===== src/rtl/ser2_tx.sv =====
// ser2_tx: two-lane parallel-to-serial transmitter feeding an ofd2 output-register pair.
module ser2_tx #(
  parameter int   WIDTH    = 16,
  parameter logic IDLE_LVL = 1'b0
) (
  input  logic             CK,
  input  logic             RST_N,
  input  logic             CE,
  input  logic [WIDTH-1:0] IN_DATA,
  input  logic             IN_VLD,
  output logic             IN_RDY,
  output logic             S1,
  output logic             S0,
  output logic             FRM,
  output logic             SOF
);
  localparam int CW = $clog2(WIDTH / 2);
  localparam logic [CW-1:0] LAST = CW'(WIDTH / 2 - 1);
  typedef enum logic {IDLE, SHIFT} state_t;
  state_t state, state_nx;
  logic [WIDTH-3:0] sr, sr_nx;
  logic [CW-1:0] cnt, cnt_nx;
  logic s1_nx, s0_nx, frm_nx, sof_nx, accept;
  // ready also covers the last pair of a word so frames chain with no gap
  assign IN_RDY = RST_N && CE && (state == IDLE || cnt == '0);
  assign accept = IN_VLD && IN_RDY;
  always_ff @(posedge CK or negedge RST_N)
    if (!RST_N) begin
      state <= IDLE;
      sr    <= '0;
      cnt   <= '0;
      S1    <= IDLE_LVL;
      S0    <= IDLE_LVL;
      FRM   <= 1'b0;
      SOF   <= 1'b0;
    end else begin
      state <= state_nx;
      sr    <= sr_nx;
      cnt   <= cnt_nx;
      S1    <= s1_nx;
      S0    <= s0_nx;
      FRM   <= frm_nx;
      SOF   <= sof_nx;
    end
  always_comb begin
    state_nx = state;
    sr_nx    = sr;
    cnt_nx   = cnt;
    s1_nx    = S1;
    s0_nx    = S0;
    frm_nx   = FRM;
    sof_nx   = SOF;
    if (accept) begin
      state_nx = SHIFT;
      s1_nx    = IN_DATA[WIDTH-1];
      s0_nx    = IN_DATA[WIDTH-2];
      sr_nx    = IN_DATA[WIDTH-3:0];
      cnt_nx   = LAST;
      frm_nx   = 1'b1;
      sof_nx   = 1'b1;
    end else if (CE && state == SHIFT) begin
      if (cnt != '0) begin
        s1_nx  = sr[WIDTH-3];
        s0_nx  = sr[WIDTH-4];
        sr_nx  = sr << 2;
        cnt_nx = cnt - 1'b1;
        sof_nx = 1'b0;
      end else begin
        state_nx = IDLE;
        s1_nx    = IDLE_LVL;
        s0_nx    = IDLE_LVL;
        frm_nx   = 1'b0;
        sof_nx   = 1'b0;
      end
    end
  end
endmodule


===== config.mk =====
export PLATFORM = sky130hd
export DESIGN_NAME = ser2_tx
export DESIGN_NICKNAME = d
export VERILOG_FILES = /design/src/rtl/ser2_tx.sv
export SDC_FILE = /design/constraint.sdc
export NUM_CORES = 1
export LEC_CHECK = 0
export CAP_MARGIN = 20
export CORE_UTILIZATION = 35
export CTS_CLUSTER_DIAMETER = 80
export DETAILED_ROUTE_END_ITERATION = 7
export PLACE_DENSITY = 0.63
export RECOVER_POWER = 50
export SYNTH_ARGS = -nofsm -noshare
export SYNTH_HDL_FRONTEND = slang
export SYNTH_SLANG_ARGS = --single-unit

===== constraint.sdc =====
create_clock -name CK -period 2.4 [get_ports CK]
set_input_delay 0.72 -clock CK [delete_from_list [all_inputs] [get_ports CK]]
set_output_delay 0.72 -clock CK [all_outputs]
set_load 0.02 [all_outputs]

==> impl_metrics.env <==
export IMPL_status="finished with violations"
export IMPL_violations="DRC"
export IMPL_period_needed_ps=2340
export IMPL_synth_flop_cell="dfrtp_1"
export IMPL_pin_count=25
export IMPL_first_global_vias=729
export IMPL_synth_area_top_cells="dfrtp_1, a22o_1, a21o_1"
export IMPL_ys_ff_latch=21
export IMPL_ys_seq_area_frac=0.495
export IMPL_fin_cells=150
export IMPL_startpoint_type="input port"
export IMPL_layout_nets=142
export IMPL_place_ws_ps=-388
export IMPL_die_area_um2=3260
export IMPL_fill_cells=269
export IMPL_slew_headroom=0.747
export IMPL_overflow=0
export IMPL_clk_pin_slew_ps=110
export IMPL_first_pass_iters=7
export IMPL_grt_max_degree=24
export IMPL_synth_most_common_cell="dfrtp_1"
export IMPL_core_um2=2810
export IMPL_dp_hpwl_um=1380
export IMPL_critPathArrivalTime_ps=1620
export IMPL_worstPathRequired_ps=1680
export IMPL_antenna_found_initial=0
export IMPL_critPathLaunch="RST_N"
export IMPL_report_final_slew_viol_count=0
export IMPL_synthCells=88
export IMPL_rows=19
export IMPL_ant_nets=0
export IMPL_tightestPinTransition_ps=379
export IMPL_fin_crit_sh=0.975
export IMPL_ir_worst_vdd_v=0.000460
export IMPL_drtIter0Drc=26
export IMPL_ctsHoldBuffers=0
export IMPL_clk_path_buf_depth=2
export IMPL_cts_sinks=21
export IMPL_start_util=0.378
export IMPL_crit_cells=4
export IMPL_hp_class="reg -> reg"
export IMPL_r2r_start="cnt[0]$_DFFE_PN0P_"
export IMPL_cp_slowest_stage_delay_ps=500
export IMPL_power_density_nw_per_um2=987
export IMPL_wl_um=1870
export IMPL_vias=760
export IMPL_path_max_fanout=2
export IMPL_cp_slowest_cell="clkdlybuf4s50_1"
export IMPL_synth_edf_count=0
export IMPL_gp_congestion=0.710
export IMPL_clkLatencyLatePin_ps=300
export IMPL_dp_cells=146
export IMPL_synth_common_cells="dfrtp_1, a22o_1, a21o_1, nand2_1, nand2_2"
export IMPL_skew_ps=11.9
export IMPL_post_drt_wl_per_cell_um=12.4
export IMPL_r2r_slack_ps=800
export IMPL_hold_path_depth=2
export IMPL_drive_above_1_share=0.227
export IMPL_synth_cell_types=24
export IMPL_netlist_area_um2=1060
export IMPL_htree_num_levels=1
export IMPL_cts_tree="yes"
export IMPL_cts_inserted_buffers=3
export IMPL_die_x_um=57.1
export IMPL_syn_nets=110
export IMPL_critical_path_class="in -> out"
export IMPL_finalSetupViolCount=0
export IMPL_timing_rr_end="sr[10]$_DFFE_PN0P_"
export IMPL_crit_path_end="IN_RDY"
export IMPL_post_route_util=0.489
export IMPL_worst_slack_ps=59.1
export IMPL_die_y_um=57.1
export IMPL_finalHoldViolations=0
export IMPL_worstPathCellList="clkdlybuf4s50_1 -> nand2_2 -> a21oi_1 -> buf_4"
export IMPL_synth_top_cell_area_share=0.495
export IMPL_synth_warnings=0
export IMPL_synthArstFlopShare=1.00
export IMPL_areaGrowthSynthToFinish_pct=29.4
export IMPL_grt_usage=0.130
export IMPL_rsz0062_at_grt="false"
export IMPL_antennaDiodeCount=0
export IMPL_p_leak_nw=0.684
export IMPL_grt_pass1_wl_um=3240
export IMPL_post_drt_via_cell_ratio=5.07
export IMPL_post_cts_buffers=0
export IMPL_root_buffer="clkbuf_4"
export IMPL_cp_num_buf_inv=2
export IMPL_maxClockFrequency_mhz=427
export IMPL_crit_family="buffers and inverters"
export IMPL_reg2reg_depth=7
export IMPL_endpoint_kind="primary output"
export IMPL_postSynthAreaPerCell_um2=12.1
export IMPL_portBuffers=24
export IMPL_drc=4
export IMPL_yosysTopAreaCell="dfrtp_1"
export IMPL_drv_cap=0
## sequential cells by signal, indices dropped and copies added (netlist names)
name,cells
cnt,3
SOF,1
S0,1
sr,14
S1,1
state,1
## area by class of cell
type                    count  area (µm²)  share of cell area
flip-flops and latches     21         526               0.383
multi-input cells          57         455               0.332
repair buffers             31         303               0.221
well taps                  31        38.8              0.0283
clock buffers               3        22.5              0.0164
inverters                   6        22.5              0.0164
clock inverters             1        5.00             0.00365
## metrics by stage
stage	area (µm²)	power, mW	hold WS [ps]	TNS [ps]
6_report	1370	1.36	488	0
3_3_place_gp	1350	1.19	460	-374
4_1_cts	1370	1.38	493	0
5_1_grt	1370	1.47	505	0
2_1_floorplan	1060	1.03	424	0
3_5_place_dp	1350	1.21	465	-388
## power by group
group	switching (mW)	internal (mW)	total, mW
clock network	0.104	0.0620	0.166
registers	0.0983	0.506	0.605
logic	0.266	0.318	0.584
total	0.469	0.886	1.36
## layer usage
| layer | global-route usage | wire length (µm) | vias up |
|---|---|---|---|
| met4 | 0.0418 | 0 | 0 |
| met3 | 0.0295 | 94 | 0 |
| li1 | - | - | 375 |
| met2 | 0.207 | 939 | 18 |
| met1 | 0.177 | 831 | 367 |
| met5 | 0 | 0 | - |
## layout by cell type (no fill, tap or decap), types with 2 or more instances in the layout
| master | synthesis | routed |
|---|---|---|
| clkdlybuf4s50_1 | 0 | 23 |
| dfrtp_1 | 21 | 21 |
| a22o_1 | 10 | 10 |
| a21o_1 | 8 | 8 |
| nand2_2 | 7 | 7 |
| nand2_1 | 7 | 7 |
| buf_4 | 0 | 7 |
| inv_1 | 6 | 6 |
| mux2i_1 | 5 | 5 |
| o21ai_2 | 5 | 5 |
| clkbuf_4 | 0 | 3 |
| a222oi_1 | 2 | 2 |
| ha_1 | 2 | 2 |
## what timing repair did
action,4_1_cts,5_1_grt
resized for setup,4,1
pin swaps,0,0
setup endpoints to repair,1,1
## tightest hold or removal path: cells and delay by family (launching register included)
| kind | cells | cell delay, ps |
|---|---|---|
| flops | 1 | 360 |
| simple gates | 2 | 100 |
## cell families (layout without fill, tap and decap cells)
group	Yosys count	count (layout)	share of synthesized area
compound gates	30	30	0.243
flops	21	21	0.495
simple gates	19	19	0.107
buf+inv	10	41	0.0755
mux	5	5	0.0472
fa+ha+maj	2	2	0.0236
xor+xnor	1	1	0.00826
## how the worst min path moves through the flow
stage | start | end
after CTS | SOF$_DFFE_PN0P_ | SOF$_DFFE_PN0P_
final | SOF$_DFFE_PN0P_ | SOF$_DFFE_PN0P_
after detailed placement | sr[2]$_DFFE_PN0P_ | sr[2]$_DFFE_PN0P_
after global placement | sr[10]$_DFFE_PN0P_ | sr[10]$_DFFE_PN0P_
after floorplan | RST_N | S0$_DFFE_PN0P_
after global routing | sr[10]$_DFFE_PN0P_ | sr[10]$_DFFE_PN0P_
Note: power is estimated with default switching activity, not from simulation.
